$ cat config.mk
export PLATFORM = sky130hd
export DESIGN_NAME = fc_layer_sequencer
export DESIGN_NICKNAME = d
export VERILOG_FILES = /design/src/rtl/nn_pkg.sv /design/src/rtl/fc_seq_valid_pipe.sv /design/src/rtl/fc_layer_sequencer.sv
export SDC_FILE = /design/constraint.sdc
export NUM_CORES = 1
export LEC_CHECK = 0
export CAP_MARGIN = 20
export CORE_MARGIN = 2
export CORE_UTILIZATION = 50
export DETAILED_ROUTE_END_ITERATION = 12
export PLACE_DENSITY = 0.89
export SETUP_SLACK_MARGIN = 0.4
export SLEW_MARGIN = 10
export SYNTH_ARGS = -nofsm -noshare
export SYNTH_HDL_FRONTEND = slang
export SYNTH_SLANG_ARGS = --single-unit
$ cat constraint.sdc
create_clock -name clk -period 8.1 [get_ports clk]
set_clock_uncertainty 0.2 [all_clocks]
set_input_delay 2.025 -clock clk [delete_from_list [all_inputs] [get_ports clk]]
set_output_delay 2.025 -clock clk [all_outputs]
set_load 0.02 [all_outputs]
$ cat src/rtl/nn_pkg.sv
// Shared types and constants for the neural-network layer controllers.
// Holds the sequencer state encoding and the default layer geometry.
package nn_pkg;

    typedef enum logic [2:0] {
        IDLE,
        CLR,
        ISSUE,
        DRAIN,
        WRITE,
        DONE
    } fc_seq_state_t;

    localparam int N_IN_MAX_DEF  = 10;
    localparam int N_OUT_MAX_DEF = 2;
    localparam int W_STRIDE      = N_IN_MAX_DEF + 1;

    // Each neuron owns N_IN_MAX data weights plus one bias slot.
    function automatic int fc_w_stride(input int n_in_max);
        return n_in_max + 1;
    endfunction

endpackage

$ cat src/rtl/fc_seq_valid_pipe.sv
// Read-latency delay line carrying issue-valid and bias flags to the MAC.
// A flush empties every stage so no in-flight term reaches the MAC.
module fc_seq_valid_pipe #(
    parameter int DEPTH = 1
) (
    input  logic clk,
    input  logic rst_n,
    input  logic flush_i,
    input  logic vld_i,
    input  logic bias_i,
    output logic vld_o,
    output logic bias_o
);

    logic [DEPTH-1:0] vld_pipe_q;
    logic [DEPTH-1:0] bias_pipe_q;

    always_ff @(posedge clk or negedge rst_n) begin
        if (!rst_n) begin
            vld_pipe_q  <= '0;
            bias_pipe_q <= '0;
        end else if (flush_i) begin
            vld_pipe_q  <= '0;
            bias_pipe_q <= '0;
        end else begin
            vld_pipe_q[0]  <= vld_i;
            bias_pipe_q[0] <= bias_i;
            for (int i = 1; i < DEPTH; i++) begin
                vld_pipe_q[i]  <= vld_pipe_q[i-1];
                bias_pipe_q[i] <= bias_pipe_q[i-1];
            end
        end
    end

    assign vld_o  = vld_pipe_q[DEPTH-1];
    assign bias_o = bias_pipe_q[DEPTH-1];

endmodule

$ cat src/rtl/fc_layer_sequencer.sv
// Fully-connected layer sequencer: walks neurons and terms, drives MAC control.
// Optional FC_SEQ_PERF_CNT_EN adds a saturating stall_cnt output.
module fc_layer_sequencer
    import nn_pkg::*;
#(
    parameter int N_IN_MAX  = N_IN_MAX_DEF,
    parameter int N_OUT_MAX = N_OUT_MAX_DEF,
    parameter int RD_LAT    = 1,
    parameter int IDX_W     = $clog2(N_IN_MAX + 1),
    parameter int OUT_W     = (N_OUT_MAX > 1) ? $clog2(N_OUT_MAX) : 1,
    parameter int W_ADDR_W  = $clog2(N_OUT_MAX * (N_IN_MAX + 1))
) (
    input  logic                clk,
    input  logic                rst_n,
    input  logic                start,
    input  logic                abort,
    input  logic [IDX_W-1:0]    cfg_n_in,
    input  logic [OUT_W:0]      cfg_n_out,
    output logic                busy,
    output logic                done,
    output logic                rd_en,
    output logic [W_ADDR_W-1:0] w_addr,
    output logic [IDX_W-1:0]    x_addr,
    output logic                mac_clr,
    output logic                mac_valid,
    output logic                mac_bias,
    input  logic                mac_ready,
    output logic                res_valid,
    output logic [OUT_W-1:0]    res_idx
`ifdef FC_SEQ_PERF_CNT_EN
    ,
    output logic [15:0]         stall_cnt
`endif
);

    localparam int DRN_W = (RD_LAT > 1) ? $clog2(RD_LAT) : 1;
    localparam logic [IDX_W-1:0]    N_IN_CAP  = IDX_W'(N_IN_MAX);
    localparam logic [OUT_W:0]      N_OUT_CAP = (OUT_W + 1)'(N_OUT_MAX);
    localparam logic [W_ADDR_W-1:0] STRIDE    = W_ADDR_W'(fc_w_stride(N_IN_MAX));
    localparam logic [W_ADDR_W-1:0] BIAS_SLOT = W_ADDR_W'(N_IN_MAX);
    localparam logic [DRN_W-1:0]    DRN_LAST  = DRN_W'(RD_LAT - 1);

    fc_seq_state_t      state_q, state_d;
    logic [IDX_W-1:0]   n_in_q, n_in_d;
    logic [OUT_W:0]     n_out_q, n_out_d;
    logic [OUT_W-1:0]   j_q, j_d;
    logic [IDX_W-1:0]   k_q, k_d;
    logic [DRN_W-1:0]   drn_q, drn_d;
    logic               is_bias;

    assign is_bias = (k_q == n_in_q);

    always_ff @(posedge clk or negedge rst_n) begin
        if (!rst_n) begin
            state_q <= IDLE;
            n_in_q  <= '0;
            n_out_q <= '0;
            j_q     <= '0;
            k_q     <= '0;
            drn_q   <= '0;
        end else begin
            state_q <= state_d;
            n_in_q  <= n_in_d;
            n_out_q <= n_out_d;
            j_q     <= j_d;
            k_q     <= k_d;
            drn_q   <= drn_d;
        end
    end

    always_comb begin
        state_d   = state_q;
        n_in_d    = n_in_q;
        n_out_d   = n_out_q;
        j_d       = j_q;
        k_d       = k_q;
        drn_d     = drn_q;
        rd_en     = 1'b0;
        mac_clr   = 1'b0;
        res_valid = 1'b0;
        done      = 1'b0;
        case (state_q)
            IDLE: begin
                if (start) begin
                    n_in_d  = (cfg_n_in > N_IN_CAP) ? N_IN_CAP : cfg_n_in;
                    n_out_d = (cfg_n_out > N_OUT_CAP) ? N_OUT_CAP : cfg_n_out;
                    j_d     = '0;
                    k_d     = '0;
                    state_d = (cfg_n_out == '0) ? DONE : CLR;
                end
            end
            CLR: begin
                mac_clr = 1'b1;
                k_d     = '0;
                state_d = ISSUE;
            end
            ISSUE: begin
                if (mac_ready) begin
                    rd_en = 1'b1;
                    if (is_bias) begin
                        drn_d   = '0;
                        state_d = DRAIN;
                    end else begin
                        k_d = k_q + IDX_W'(1);
                    end
                end
            end
            DRAIN: begin
                // Hold until the bias term has come out of the read pipe.
                if (drn_q == DRN_LAST) state_d = WRITE;
                else                   drn_d   = drn_q + DRN_W'(1);
            end
            WRITE: begin
                res_valid = 1'b1;
                if ({1'b0, j_q} == n_out_q - (OUT_W + 1)'(1)) begin
                    state_d = DONE;
                end else begin
                    j_d     = j_q + OUT_W'(1);
                    state_d = CLR;
                end
            end
            DONE: begin
                done    = 1'b1;
                state_d = IDLE;
            end
            default: state_d = IDLE;
        endcase
        // Abort suppresses this cycle's strobes so nothing half-finished escapes.
        if (abort) begin
            state_d   = IDLE;
            rd_en     = 1'b0;
            mac_clr   = 1'b0;
            res_valid = 1'b0;
            done      = 1'b0;
        end
    end

    assign busy    = (state_q != IDLE);
    assign w_addr  = (state_q == ISSUE)
                   ? (W_ADDR_W'(j_q) * STRIDE + (is_bias ? BIAS_SLOT : W_ADDR_W'(k_q)))
                   : '0;
    assign x_addr  = (state_q == ISSUE) ? k_q : '0;
    assign res_idx = res_valid ? j_q : '0;

    fc_seq_valid_pipe #(
        .DEPTH (RD_LAT)
    ) u_vld_pipe (
        .clk     (clk),
        .rst_n   (rst_n),
        .flush_i (abort),
        .vld_i   (rd_en),
        .bias_i  (rd_en & is_bias),
        .vld_o   (mac_valid),
        .bias_o  (mac_bias)
    );

`ifdef FC_SEQ_PERF_CNT_EN
    logic [15:0] stall_cnt_q;

    always_ff @(posedge clk or negedge rst_n) begin
        if (!rst_n) begin
            stall_cnt_q <= '0;
        end else if (state_q == IDLE && start && !abort) begin
            stall_cnt_q <= '0;
        end else if (state_q == ISSUE && !mac_ready && stall_cnt_q != 16'hFFFF) begin
            stall_cnt_q <= stall_cnt_q + 16'd1;
        end
    end

    assign stall_cnt = stall_cnt_q;
`endif

endmodule

==> flow_summary.yaml <==
run_status:
  run_status: "finished clean"
clocking:
  h-tree-depth: 1
  cts-root-buf: "clkbuf_4"
  cts_hold_buf: 0
  tritoncts: "built"
  insertion_delay_ns: 0.29
  cts_resized: 0
  cts.sinks: 16
  path_clk_slew_ns: 0.09
  post_cts_buffers: 0
  clock_path_buffers: 2
  cts_buffers: 3
grt:
  grt_max_degree: 17
  grt_use_total_pct: 20.6
  antenna_found_initial: 0
  grt_pass1_vias: 946
  gr-total-overflow: 0
  grt_pass1_wl_microns: 3930
worst_setup_path:
  crit_path_start: "abort"
  path_buf_inv: 2
  reg2reg_to: "state_q[0]"
  crit_top_cell: "clkdlybuf4s50_1"
  r2r-start: "k_q[0]"
  cp_slowest_stage_delay_ns: 0.60
  reg2reg_slack_ns: 6.16
  crit_required_ns: 5.88
  crit_type: "input pin to primary output"
  crit_chain: "clkdlybuf4s50_1, nand2b_1, nor3_1, and2_1, clkdlybuf4s50_1"
  startpoint_type: "input pin"
  worst_path_max_delay_cell: "clkdlybuf4s50_1"
  rr_worst_depth: 4
  crit_path_end_kind: "primary output"
  worstPathArrival_ns: 3.70
  crit_family: "buffers and inverters"
  path_max_fanout: 7
layout:
  fillers: 161
  stdcell_count: 170
  final_nets: 160
  antenna_cells: 0
  final_util_pct: 68.6
  drive_above_1_share_pct: 2.80
  synthToLayoutAreaGrowth_pct: 30.8
power_and_ir_drop:
  worst_ir_drop_vdd_mv: 0.117
  power.total_mw: 0.244
  leakagePower_nw: 0.543
  pwr_density_cell_nw_per_um2: 183
synthesis:
  yosysWarnings: 0
  yosysTopAreaCellShare_pct: 39.3
  synth_area_sq_um: 1020
  synthTopCellsByArea: "dfrtp_1 39%, nor2_1 5.2%, ha_1 4.9%, nand2_1 3.7%, xnor2_1 3.4%"
  synth_commonest_cells: "16 x dfrtp_1, 14 x nor2_1, 10 x nand2_1"
  syn_avg_cell_area_sq_um: 8.70
  ys_seq_elements: 16
  synthDistinctLibCells: 35
  synth_ff_type: "dfrtp_1"
  synth_largest_area_cell: "dfrtp_1"
  synth_nets: 133
  syn_inst: 117
  synth-edff-count: 0
  async_reset_ff_share_pct: 100
  synth.most_common_cell: "dfrtp_1"
  yosysSeqAreaShare_pct: 39.3
hold_path:
  whs_path_depth: 1
  hold_path.class: "flip-flop to flip-flop"
  worstHoldEndpoint: "n_in_q[3]"
  min_from: "n_in_q[3]"
detailed_routing:
  via_per_inst: 5.76
  wire_per_inst_microns: 13.7
  totalWireLength_microns: 2330
  antenna_left: 0
  dr.first_iter.drc_count: 20
  vias: 980
  drcViolationCount: 0
  first_pass_iters: 5
place:
  gp_congestion: 0.806
  dp_worst_setup_slack_ns: 2.18
  dp_hpwl_microns: 1810
  dpl.cell_count: 166
  io_buffers: 27
die:
  dieWidth_microns: 49.1
  fp.dieH_microns: 49.1
  core_sq_um: 1940
  rows: 16
  io_pins: 28
  start_util_pct: 52.4
  dieArea_sq_um: 2410
sta:
  setup_viol: 0
  hold_violations: 0
  slew_violations: 0
  final.min_clock_period_ns: 5.92
  fin_ws_ns: 2.18
  tns_ns: 0
  timing.fmax_ghz: 0.169
  final.period_utilization_pct: 73.1
  tightestPinTransition_ns: 0.715
  slew_headroom_pct: 52.2
  rsz0062_at_grt: "no"
flow_run:
  cap_violations: 0
through the flow:
stage          hold slack (ns)  cell area (sq um)
2_1_floorplan            0.270               1020
3_3_place_gp             0.293               1300
3_5_place_dp             0.309               1300
4_1_cts                  0.331               1330
5_1_grt                  0.355               1330
6_report                 0.328               1330
metal layers:
metal | track usage [%] | wire length, microns | vias up
li1 | - | - | 473
met1 | 23.6 | 1010 | 447
met2 | 36.5 | 1100 | 45
met3 | 2.45 | 134 | 15
met4 | 12.4 | 92 | 0
met5 | 0 | 0 | -
worst max path at each step:
stage / cells past startpoint / slack [ns] / end
3_5_place_dp: 5 / 2.18 / res_idx
5_1_grt: 5 / 2.06 / res_idx
6_report: 5 / 2.18 / res_idx
3_3_place_gp: 5 / 2.24 / res_idx
2_1_floorplan: 3 / 2.89 / res_idx
4_1_cts: 5 / 2.17 / res_idx
layout by cell type (no fill, tap or decap), types with 2 or more instances in the layout:
cell             count
nand3_1              3
nor3_1               6
a31o_1               2
nand3b_1             3
ha_1                 4
clkdlybuf4s50_1     27
or3_1                2
and2_1               3
o21ai_0              6
o21ai_1              6
nor2_1              14
nand2b_1             5
mux2_1               2
nand2_1             10
inv_1                5
xnor2_1              4
clkbuf_4             3
dfrtp_1             16
nand4_1              2
a21oi_1              4
flip-flops by register name, summed over array words and instances (netlist names):
signal             count
k_q                    4
u_vld_pipe.vld_o       1
u_vld_pipe.bias_o      1
state_q                3
n_in_q                 4
n_out_q                2
j_q                    1
final cells by class:
class	instances	area, sq um	share of cell area (%)
clock buffer	4	36.3	2.72
inverter	5	18.8	1.41
sequential	16	400	30.0
multi-input combinational	91	573	43.0
timing repair buffer	27	270	20.3
tap	27	33.8	2.54
where the power goes:
group	internal (mW)	switching (mW)
Combinational	0.0364	0.0456
Sequential	0.0915	0.0162
Clock	0.0274	0.0268
worst reg2reg max path, delay by kind of cell, from the launching register on:
| kind | cells | cell delay (ns) |
|---|---|---|
| AND/OR/NAND/NOR | 2 | 0.50 |
| XOR/XNOR | 1 | 0.24 |
| flip-flops | 1 | 0.46 |
| AO/OA/AOI/OAI | 1 | 0.42 |
logic make-up after synthesis:
kind of cell,after synthesis,synth area share [%]
multiplexers,2,2.21
AO/OA/AOI/OAI,27,16.6
adder cells (fa/ha/maj),5,6.88
AND/OR/NAND/NOR,53,27.2
XOR/XNOR,4,3.44
flip-flops,16,39.3
buffers and inverters,10,4.42
(Power assumes the default switching activity.)
